File: src/rtl/mult_share_arbiter_if.sv
// Requester, response, multiplier and status signals of the shared-multiplier arbiter.
// The arbiter uses the slave modport; whatever drives requests and the multiplier uses master.
interface mult_share_arbiter_if #(
    parameter int NREQ = 4,
    parameter int IDW  = 2
);
    logic [NREQ-1:0]   req_valid;
    logic [4*NREQ-1:0] req_a;
    logic [4*NREQ-1:0] req_b;
    logic [NREQ-1:0]   req_ready;
    logic              rsp_valid;
    logic [IDW-1:0]    rsp_id;
    logic [7:0]        rsp_prod;
    logic              rsp_ready;
    logic [3:0]        mul_x;
    logic [3:0]        mul_y;
    logic [7:0]        mul_z;
    logic [15:0]       done_cnt;

    modport slave (
        input  req_valid, req_a, req_b, rsp_ready, mul_z,
        output req_ready, rsp_valid, rsp_id, rsp_prod, mul_x, mul_y, done_cnt
    );

    modport master (
        output req_valid, req_a, req_b, rsp_ready, mul_z,
        input  req_ready, rsp_valid, rsp_id, rsp_prod, mul_x, mul_y, done_cnt
    );
endinterface

File: src/rtl/mult_share_arbiter.sv
// Round-robin share of one external 4x4 multiplier: accept edge to rsp_valid is 2 edges.
// One transaction in flight; req_ready stays low until the response is taken by rsp_ready.
module mult_share_arbiter #(
    parameter int NREQ = 4,
    parameter int IDW  = 2
) (
    input  logic                 clk,
    input  logic                 rst_n,
    mult_share_arbiter_if.slave  bus
);
    typedef enum logic [1:0] {IDLE, CALC, RESP} state_t;

    state_t          r_state;
    state_t          w_state_nxt;
    logic [IDW-1:0]  r_last;
    logic [IDW-1:0]  r_id;
    logic [3:0]      r_op_a;
    logic [3:0]      r_op_b;
    logic            r_rsp_valid;
    logic [IDW-1:0]  r_rsp_id;
    logic [7:0]      r_rsp_prod;
    logic [15:0]     r_done_cnt;

    logic            w_hi_vld;
    logic [IDW-1:0]  w_hi_idx;
    logic            w_lo_vld;
    logic [IDW-1:0]  w_lo_idx;
    logic            w_gnt_vld;
    logic [IDW-1:0]  w_gnt_idx;
    logic [3:0]      w_sel_a;
    logic [3:0]      w_sel_b;
    logic [NREQ-1:0] w_ready;
    logic            w_accept;

    // Requests above the last grant win first; otherwise wrap to the lowest valid index.
    always_comb begin
        w_hi_vld = 1'b0;
        w_hi_idx = '0;
        w_lo_vld = 1'b0;
        w_lo_idx = '0;
        for (int i = NREQ - 1; i >= 0; i--) begin
            if (bus.req_valid[i]) begin
                w_lo_vld = 1'b1;
                w_lo_idx = IDW'(i);
            end
            if (bus.req_valid[i] && (IDW'(i) > r_last)) begin
                w_hi_vld = 1'b1;
                w_hi_idx = IDW'(i);
            end
        end
        w_gnt_vld = w_hi_vld | w_lo_vld;
        w_gnt_idx = w_hi_vld ? w_hi_idx : w_lo_idx;
    end

    always_comb begin
        w_sel_a = '0;
        w_sel_b = '0;
        w_ready = '0;
        for (int i = 0; i < NREQ; i++) begin
            if (w_gnt_idx == IDW'(i)) begin
                w_sel_a = bus.req_a[4*i +: 4];
                w_sel_b = bus.req_b[4*i +: 4];
            end
            w_ready[i] = (r_state == IDLE) && w_gnt_vld && (w_gnt_idx == IDW'(i));
        end
    end

    assign w_accept = (r_state == IDLE) && w_gnt_vld;

    always_comb begin
        w_state_nxt = r_state;
        case (r_state)
            IDLE:    if (w_accept) w_state_nxt = CALC;
            CALC:    w_state_nxt = RESP;
            RESP:    if (bus.rsp_ready) w_state_nxt = IDLE;
            default: w_state_nxt = IDLE;
        endcase
    end

    always_ff @(posedge clk or negedge rst_n) begin
        if (!rst_n) begin
            r_state <= IDLE;
        end else begin
            r_state <= w_state_nxt;
        end
    end

    // Operand registers feed the multiplier directly and keep their value after CALC.
    always_ff @(posedge clk or negedge rst_n) begin
        if (!rst_n) begin
            r_last      <= IDW'(NREQ - 1);
            r_id        <= '0;
            r_op_a      <= '0;
            r_op_b      <= '0;
            r_rsp_valid <= 1'b0;
            r_rsp_id    <= '0;
            r_rsp_prod  <= '0;
            r_done_cnt  <= '0;
        end else begin
            case (r_state)
                IDLE: begin
                    if (w_accept) begin
                        r_op_a <= w_sel_a;
                        r_op_b <= w_sel_b;
                        r_id   <= w_gnt_idx;
                        r_last <= w_gnt_idx;
                    end
                end
                CALC: begin
                    r_rsp_prod  <= bus.mul_z;
                    r_rsp_id    <= r_id;
                    r_rsp_valid <= 1'b1;
                end
                RESP: begin
                    if (bus.rsp_ready) begin
                        r_rsp_valid <= 1'b0;
                        r_done_cnt  <= r_done_cnt + 16'd1;
                    end
                end
                default: ;
            endcase
        end
    end

    assign bus.req_ready = w_ready;
    assign bus.rsp_valid = r_rsp_valid;
    assign bus.rsp_id    = r_rsp_id;
    assign bus.rsp_prod  = r_rsp_prod;
    assign bus.mul_x     = r_op_a;
    assign bus.mul_y     = r_op_b;
    assign bus.done_cnt  = r_done_cnt;
endmodule

File: src/flat_wrapper.sv
// flat-port wrapper written by rule: the top's interface ports become plain ports
module mult_share_arbiter_flat 
#(
    parameter int NREQ = 4,
    parameter int IDW  = 2
)
  (clk, rst_n, bus_req_valid, bus_req_a, bus_req_b, bus_rsp_ready, bus_mul_z, bus_req_ready, bus_rsp_valid, bus_rsp_id, bus_rsp_prod, bus_mul_x, bus_mul_y, bus_done_cnt);
  mult_share_arbiter_if #(.NREQ(NREQ), .IDW(IDW)) bus_i ();
  input  logic clk;
  input  logic rst_n;
  input wire logic [$bits(bus_i.req_valid)-1:0] bus_req_valid;
  input wire logic [$bits(bus_i.req_a)-1:0] bus_req_a;
  input wire logic [$bits(bus_i.req_b)-1:0] bus_req_b;
  input wire logic [$bits(bus_i.rsp_ready)-1:0] bus_rsp_ready;
  input wire logic [$bits(bus_i.mul_z)-1:0] bus_mul_z;
  output wire logic [$bits(bus_i.req_ready)-1:0] bus_req_ready;
  output wire logic [$bits(bus_i.rsp_valid)-1:0] bus_rsp_valid;
  output wire logic [$bits(bus_i.rsp_id)-1:0] bus_rsp_id;
  output wire logic [$bits(bus_i.rsp_prod)-1:0] bus_rsp_prod;
  output wire logic [$bits(bus_i.mul_x)-1:0] bus_mul_x;
  output wire logic [$bits(bus_i.mul_y)-1:0] bus_mul_y;
  output wire logic [$bits(bus_i.done_cnt)-1:0] bus_done_cnt;
  assign bus_i.req_valid = bus_req_valid;
  assign bus_i.req_a = bus_req_a;
  assign bus_i.req_b = bus_req_b;
  assign bus_i.rsp_ready = bus_rsp_ready;
  assign bus_i.mul_z = bus_mul_z;
  assign bus_req_ready = bus_i.req_ready;
  assign bus_rsp_valid = bus_i.rsp_valid;
  assign bus_rsp_id = bus_i.rsp_id;
  assign bus_rsp_prod = bus_i.rsp_prod;
  assign bus_mul_x = bus_i.mul_x;
  assign bus_mul_y = bus_i.mul_y;
  assign bus_done_cnt = bus_i.done_cnt;
  mult_share_arbiter #(.NREQ(NREQ), .IDW(IDW)) u_core (.clk(clk), .rst_n(rst_n), .bus(bus_i));
endmodule
File: config.mk
export PLATFORM = sky130hd
export DESIGN_NAME = mult_share_arbiter_flat
export DESIGN_NICKNAME = d
export VERILOG_FILES = /design/src/rtl/mult_share_arbiter_if.sv /design/src/rtl/mult_share_arbiter.sv /design/src/flat_wrapper.sv
export SDC_FILE = /design/constraint.sdc
export NUM_CORES = 1
export LEC_CHECK = 0
export ABC_CLOCK_PERIOD_IN_PS = 2070
export CAP_MARGIN = 20
export CORE_MARGIN = 10
export CORE_UTILIZATION = 43
export DETAILED_ROUTE_END_ITERATION = 8
export GPL_TIMING_DRIVEN = 0
export MAX_ROUTING_LAYER = met4
export PLACE_DENSITY = 0.83
export SLEW_MARGIN = 20
export SYNTH_ARGS = -nofsm -noshare
export SYNTH_HDL_FRONTEND = slang
export SYNTH_SLANG_ARGS = --single-unit
export TNS_END_PERCENT = 100
File: constraint.sdc
create_clock -name clk -period 2.07 [get_ports clk]
set_input_delay 0.207 -clock clk [delete_from_list [all_inputs] [get_ports clk]]
set_output_delay 0.207 -clock clk [all_outputs]
set_load 0.05 [all_outputs]
==> summary.txt, run 1 <==
STA
  – Final WS setup: ~0.017 ns
  – Final hold violations: 0
  – Fmax: just under 500 MHz
  – Fin crit period: approximately 2.1 ns
  – RSZ-0062 raised after global routing: true
  – Clock skew: between 0.008 and 0.009 ns
  – Worst-margin pin slew: between 0.5 and 0.6 ns
  – Final setup violation count: 0
  – Setup TNS: 0 ns
  – Slew HR: between 60% and 70%
  – Final period util: 99.2%
  – Final Slew Violations: 0

Clock network
  – TritonCTS clock tree: built
  – Latest clock arrival within the worst-skew pair: 0.29 ns
  – Clock Path Buffers: 2
  – CTS root buffer: clkbuf_8
  – Total CTS buffers: 5
  – Clock slew at the register clock pins of the worst setup and hold paths: approximately 0.08 ns
  – Total clock sinks: just over 40
  – H-tree depth: 2

Floorplanning
  – Die Ht: 90.2 um
  – Num rows: 25
  – Initial Util: approximately 45%
  – Core Area: ~4800 um^2
  – Die area: between 8000 and 9000 um^2
  – Io pins: 86
  – Die Width: around 90 um

Yosys
  – Multiplexer area fraction after synthesis: 12.9%
  – Largest family of logic cells by synthesized area: simple AND/OR/NAND/NOR gates
  – Post-Synth Adder-Cell Area: 0.590%
  – Mapped Nets: 221
  – Avg Inst Size Synth: 12.3 um^2
  – Synth top cells by count: 39 x dfrtp_1, 21 x nand2_1, 15 x mux2i_1
  – Cells after Synth: approximately 170
  – Yosys warning count: 0
  – Count leader, synth: dfrtp_1
  – Compound-Gate Fraction of Synth Area: 11.4%
  – Post-Synth XOR/XNOR Area: around 6.2%
  – Area share of and/or/nand/nor cells after synthesis: between 10% and 20%
  – Synthesized cell area: roughly 2100 um^2
  – Synth top area cells: dfrtp_1 46%, mux2i_1 7.1%, mux2_2 5.8%, xnor2_1 4.1%, nand2_1 3.7%
  – Cell taking the most area after synthesis: dfrtp_1
  – Top cell type's share of synthesized area: between 40% and 50%
  – Yosys cell types: 46
  – Number of synthesized register bits: 41
  – Number of enable flip-flop cells after synthesis: 0
  – Predominant post-synthesis flop cell: dfrtp_1
  – Async S/R FF share, synth: 100%
  – Sequential-to-total area share from yosys stat: about half

Flow run
  – Max cap viols: 0

Setup path
  – CP arrival: roughly 1.9 ns
  – Crit-path max FO: 5
  – Crit path cell chain: buf_6, mux2i_1, o22ai_1, o21bai_4, nor3_4, buf_6
  – Setup crit end kind: output port
  – Critical path launch point type: flop
  – R2R depth: 7
  – Critical Path Most Common Cell: buf_6
  – FF-to-FF setup slack: between 0.2 and 0.25 ns
  – Critical path class: reg2out
  – Critical Path RT: ~1.9 ns
  – CP peak stage delay: between 0.5 and 0.6 ns
  – Crit-path slowest cell: dfstp_2

Routing
  – Vias: between 1,500 and 2,000
  – DR DRC count: 0
  – DRT Pass-1 Iters: 4
  – Final ANT Viol Nets: 0
  – WL per Instance: approximately 17 um
  – Drt initial violations: 48
  – Vias per std cell: 4.92
  – Final WL: approximately 5.6 mm

Global route
  – Grt ovf: 0
  – Initial antenna violation count: 0
  – Largest net degree at the start of global routing: 23
  – Vias in the first global route: roughly 1,700
  – GRT Resource Usage Total: between 10 and 15%
  – Global-route wire length before repair: roughly 9 mm

Placed design
  – I/O Buffers: 85
  – Final GP Congestion: 0.831
  – Pre-CTS WS: -0.741 ns
  – Detail Placement HPWL: between 4 and 5 mm

Finish
  – Share of layout cells above drive strength 1: between 20 and 25%
  – Layout Area Growth over Synthesis: 53.9%
  – # fillers: approximately 380
  – Nets: approximately 320
  – Antenna cell count: 0

Status
  – Status: completed

Power
  – Power per cell area: around 1500 nW/um^2
  – VDD IR max: 1070 uV
  – Leakage: between 1 and 1.5 nW

Hold path
  – HP Class: in2async
## critical path, delay by kind of cell (launching register included)
kind | cells | cell delay (ns)
multiplexers | 1 | 0.17
AND/OR/NAND/NOR | 1 | 0.20
buffers and inverters | 2 | 0.30
flip-flops | 1 | 0.55
AO/OA/AOI/OAI | 2 | 0.33
## cell type report
class	count	area [um^2]	area share, %
inverters	4	27.5	0.844
multi-input cells	122	1050	32.2
repair buffers	91	921	28.2
well taps	67	83.8	2.57
flip-flops and latches	41	1030	31.5
clock inverters	3	17.5	0.537
plain buffers	6	65.1	1.99
clock buffers	5	68.8	2.11
## cells in the final DEF (no fill, tap or decap), drive strengths merged, types with 2 or more instances in the layout
cell           count
and4               2
clkinv             3
xnor2             10
a21oi              3
mux2i             15
clkbuf             5
nand4              2
nand3              5
nand2b             2
nor3               4
dfrtp             39
nand2             24
o221ai             8
xor2               5
a21boi             2
nor2               9
clkdlybuf4s50     78
o21a               2
inv                3
mux2              11
buf               16
dfstp              2
## final timing paths
path | from | end
min in group clk | u_core.bus.done_cnt[15]$_DFFE_PN0P_ | u_core.bus.done_cnt[15]$_DFFE_PN0P_
worst min-delay path | rst_n | u_core.bus.mul_y[2]$_DFFE_PN0P_
max in group asynchronous | rst_n | u_core.bus.mul_x[1]$_DFFE_PN0P_
worst max-delay path | u_core.r_last[1]$_DFFE_PN1P_ | bus_req_ready[0]
worst min register to register | u_core.bus.done_cnt[15]$_DFFE_PN0P_ | u_core.bus.done_cnt[15]$_DFFE_PN0P_
worst max register to register | u_core.r_last[1]$_DFFE_PN1P_ | u_core.bus.mul_x[0]$_DFFE_PN0P_
## flip-flops by register name, summed over array words and instances, names as in the netlist
signal and flops:
u_core.r_last 2, u_core.bus.mul_x 4, u_core.bus.rsp_prod 8, u_core.r_state 2, u_core.bus.mul_y 4, u_core.r_id 2, u_core.bus.rsp_id 2, u_core.bus.rsp_valid 1
u_core.bus.done_cnt 16
## report_power, final
| part | leakage, nW | total, W | switching [W] | internal [W] |
|---|---|---|---|---|
| Combinational | 0.859 | 0.00291 | 0.00173 | 0.00118 |
| Clock | 0.0439 | 0.000509 | 0.000276 | 0.000233 |
| Sequential | 0.511 | 0.00133 | 0.000219 | 0.00111 |
## per-layer routing
metal / up-vias / wire length, um / GRT usage (%)
li1: 809 / - / -
met1: 810 / 2210 / 14.9
met2: 43 / 3200 / 25.7
met3: 7 / 163 / 2.00
met4: 0 / 57 / 3.98
met5: - / 0 / -
## what timing repair did
item | CTS | global route
pin swaps | 3 | 5
endpoints found under the setup margin | 4 | 4
gates cloned | 0 | 1
setup buffers | 2 | 1
resized for setup | 27 | 12
hold buffers | 1 | 0
hold endpoints to repair | 17 | 0
## through the flow
step	cells	utilization (%)	hold WS (ns)	power (W)	cell area, um^2
finish	339	68.6	0.451	0.00475	3260
global route	339	68.6	0.480	0.00501	3260
CTS	337	67.2	0.416	0.00470	3200
detailed placement	326	64.9	0.201	0.00414	3090
global placement	325	64.5	0.459	0.00409	3070
floorplan	173	-	-0.0886	0.00327	2130
## cells by family after synthesis
kind of cell / count (synthesis)
fa+ha+maj: 1
xor+xnor: 15
buf+inv: 10
flops: 41
simple gates: 56
mux: 26
compound gates: 24
No activity file was read; power rests on OpenSTA's default activity.
==> run 2, diff against run 1 <==
- CELL_PAD_IN_SITES_DETAIL_PLACEMENT: unset -> 1
- CELL_PAD_IN_SITES_GLOBAL_PLACEMENT: unset -> 1
- CORE_ASPECT_RATIO: unset -> 0.9
- CORE_UTILIZATION: 43 -> 33
==> run 2 against run 1 <==
  * Global-route usage down 0.68 points
  * Non-clock buffer count unchanged
  * Clock power up 33%
  * Maximum frequency about the same
  * Combinational power about the same
  * Worst hold slack better by 0.013 ns
  * Wire length up 13%
  * Setup slack better by 0.00059 ns
  * Critical endpoint unchanged
==> summary.txt, run 2 (synthesis gave the netlist of run 1 again) <==
Clock network
  – CTS root buffer: clkbuf_8
  – Total clock sinks: 41
  – Clock Path Buffers: 2
  – TritonCTS clock tree: built
  – Clock slew at the register clock pins of the worst setup and hold paths: ~0.080 ns
  – Total CTS buffers: 5
  – Latest clock arrival within the worst-skew pair: 0.29 ns
  – H-tree depth: 2

Routing
  – Uppermost layer routed: met4
  – Vias: between 1,500 and 2,000
  – WL per Instance: approximately 18 um
  – Drt initial violations: 33
  – Final ANT Viol Nets: 0
  – DRT Pass-1 Iters: 4
  – Final WL: 6.34 mm
  – Met1 Wirelength: approximately 2.5 mm
  – Vias per std cell: 4.80
  – DR DRC count: 0
  – Met3 wire len: 426 um
  – Metal2 WL: roughly 3.3 mm

STA
  – Fmax: between 400 and 500 MHz
  – Final Slew Violations: 0
  – Slew HR: between 60% and 70%
  – Final WS setup: 0.0181 ns
  – Fin crit period: just over 2 ns
  – Final period util: 99.1%
  – Final setup violation count: 0
  – Worst-margin pin slew: 0.597 ns
  – RSZ-0062 raised after global routing: true
  – Clock skew: 0.00688 ns
  – Final hold violations: 0
  – Final hold slack: 0.463 ns

Setup path
  – CP peak stage delay: 0.62 ns
  – CP arrival: 1.84 ns
  – Critical Path Most Common Cell: buf_6
  – Critical path launch point type: flop
  – Crit path cell chain: nand3b_1, a31oi_4, buf_8, buf_6, nor3_4, buf_6
  – Critical Path RT: roughly 1.9 ns
  – FF-to-FF setup slack: roughly 0.14 ns
  – Crit-path slowest cell: dfstp_2
  – Setup crit end kind: output port
  – Crit-path max FO: 6
  – Critical path class: reg2out

Finish
  – Nets: between 300 and 400
  – Commonest non-fill, non-tap cell in the layout: clkdlybuf4s50_1
  – Antenna cell count: 0
  – Fin util: between 50% and 60%
  – Share of layout cells above drive strength 1: ~22%
  – Multi-input logic area: 1040 um^2
  – Layout Area Growth over Synthesis: 56.0%
  – # fillers: between 600 and 700
  – Max reg flops: 16
  – Storage cell area: 1030 um^2
  – Commonest non-fill, non-tap cells in the layout: 78 x clkdlybuf4s50_1, 39 x dfrtp_1, 21 x nand2_1

Global route
  – Largest net degree at the start of global routing: 25
  – Vias in the first global route: a little over 2,000
  – Global-route wire length before repair: slightly above 10 mm
  – GRT Resource Usage Total: a little over an eighth
  – Grt ovf: 0
  – Initial antenna violation count: 0

Hold path
  – HP Class: in2async

Floorplanning
  – Die Width: approximately 100 um
  – Die area: approximately 10,000 um^2
  – Initial Util: 34.3%
  – Io pins: 86
  – Num rows: 27
  – Core Area: 6180 um^2
  – Die Ht: roughly 96 um

Status
  – Status: completed

Power
  – Leakage: around 1.4 nW
  – Power per cell area: between 1000 and 1500 nW/um^2
  – Total Power: 0.00494 W
  – VDD IR max: ~680 uV

Placed design
  – Detail Placement HPWL: ~5.0 mm
  – Pre-CTS WS: -0.806 ns
  – Final GP Congestion: about 0.74
  – I/O Buffers: 85

Flow run
  – Max cap viols: 0
## run 2: path summary, 6_finish.rpt
check                                        startpoint                                   to  cells after the start
max                        u_core.r_last[0]$_DFFE_PN1P_                     bus_req_ready[0]                      6
min in group clk             u_core.r_id[1]$_DFFE_PN0P_           u_core.r_id[1]$_DFFE_PN0P_                      2
min reg2reg                  u_core.r_id[1]$_DFFE_PN0P_           u_core.r_id[1]$_DFFE_PN0P_                      2
max in group asynchronous                         rst_n         u_core.r_last[0]$_DFFE_PN1P_                      3
min                                               rst_n  u_core.bus.done_cnt[15]$_DFFE_PN0P_                      2
max reg2reg                u_core.r_last[1]$_DFFE_PN1P_      u_core.bus.mul_x[1]$_DFFE_PN0P_                      7
## run 2: power breakdown
group | switching (W) | leakage [nW] | internal [W]
Sequential | 0.000243 | 0.511 | 0.00111
Combinational | 0.00174 | 0.861 | 0.00117
Clock | 0.000284 | 0.0574 | 0.000392
Total | 0.00227 | 1.43 | 0.00267
## run 2: worst max-delay path, delay by kind of cell (launching register included)
family,cells,cell delay [ns]
compound gates,1,0.13
buf+inv,3,0.46
flops,1,0.62
simple gates,2,0.36
## run 2: stage by stage
step                      instance area, um^2  TNS [ns]  cells
after floorplan                          2130         0    173
after global placement                   3090    -13.78    345
after detailed placement                 3110     -2.66    346
after CTS                                3300   -0.0112    360
after global routing                     3310    -0.236    359
final                                    3310         0    359
## run 2: final cells by class
type,instances,share of cell area (%)
multi-input combinational,122,31.4
sequential,41,31.1
timing repair buffer,92,28.1
tap,87,3.29
clock buffer,6,2.50
buffer,5,1.63
clock inverter,2,1.13
inverter,4,0.832
## run 2: what timing repair did
action | in CTS | in global routing
hold buffers | 1 | 0
endpoints found under the hold margin | 22 | 0
pin swaps | 5 | 1
gates cloned | 0 | 0
setup buffers | 5 | 0
resized for setup | 32 | 4
setup endpoints to repair | 4 | 4
## run 2: routing by layer
| metal | track usage [%] | vias to the layer above |
|---|---|---|
| met5 | - | - |
| met4 | 3.24 | 0 |
| met3 | 4.34 | 7 |
| met2 | 23.1 | 51 |
| met1 | 14.3 | 857 |
| li1 | - | 809 |
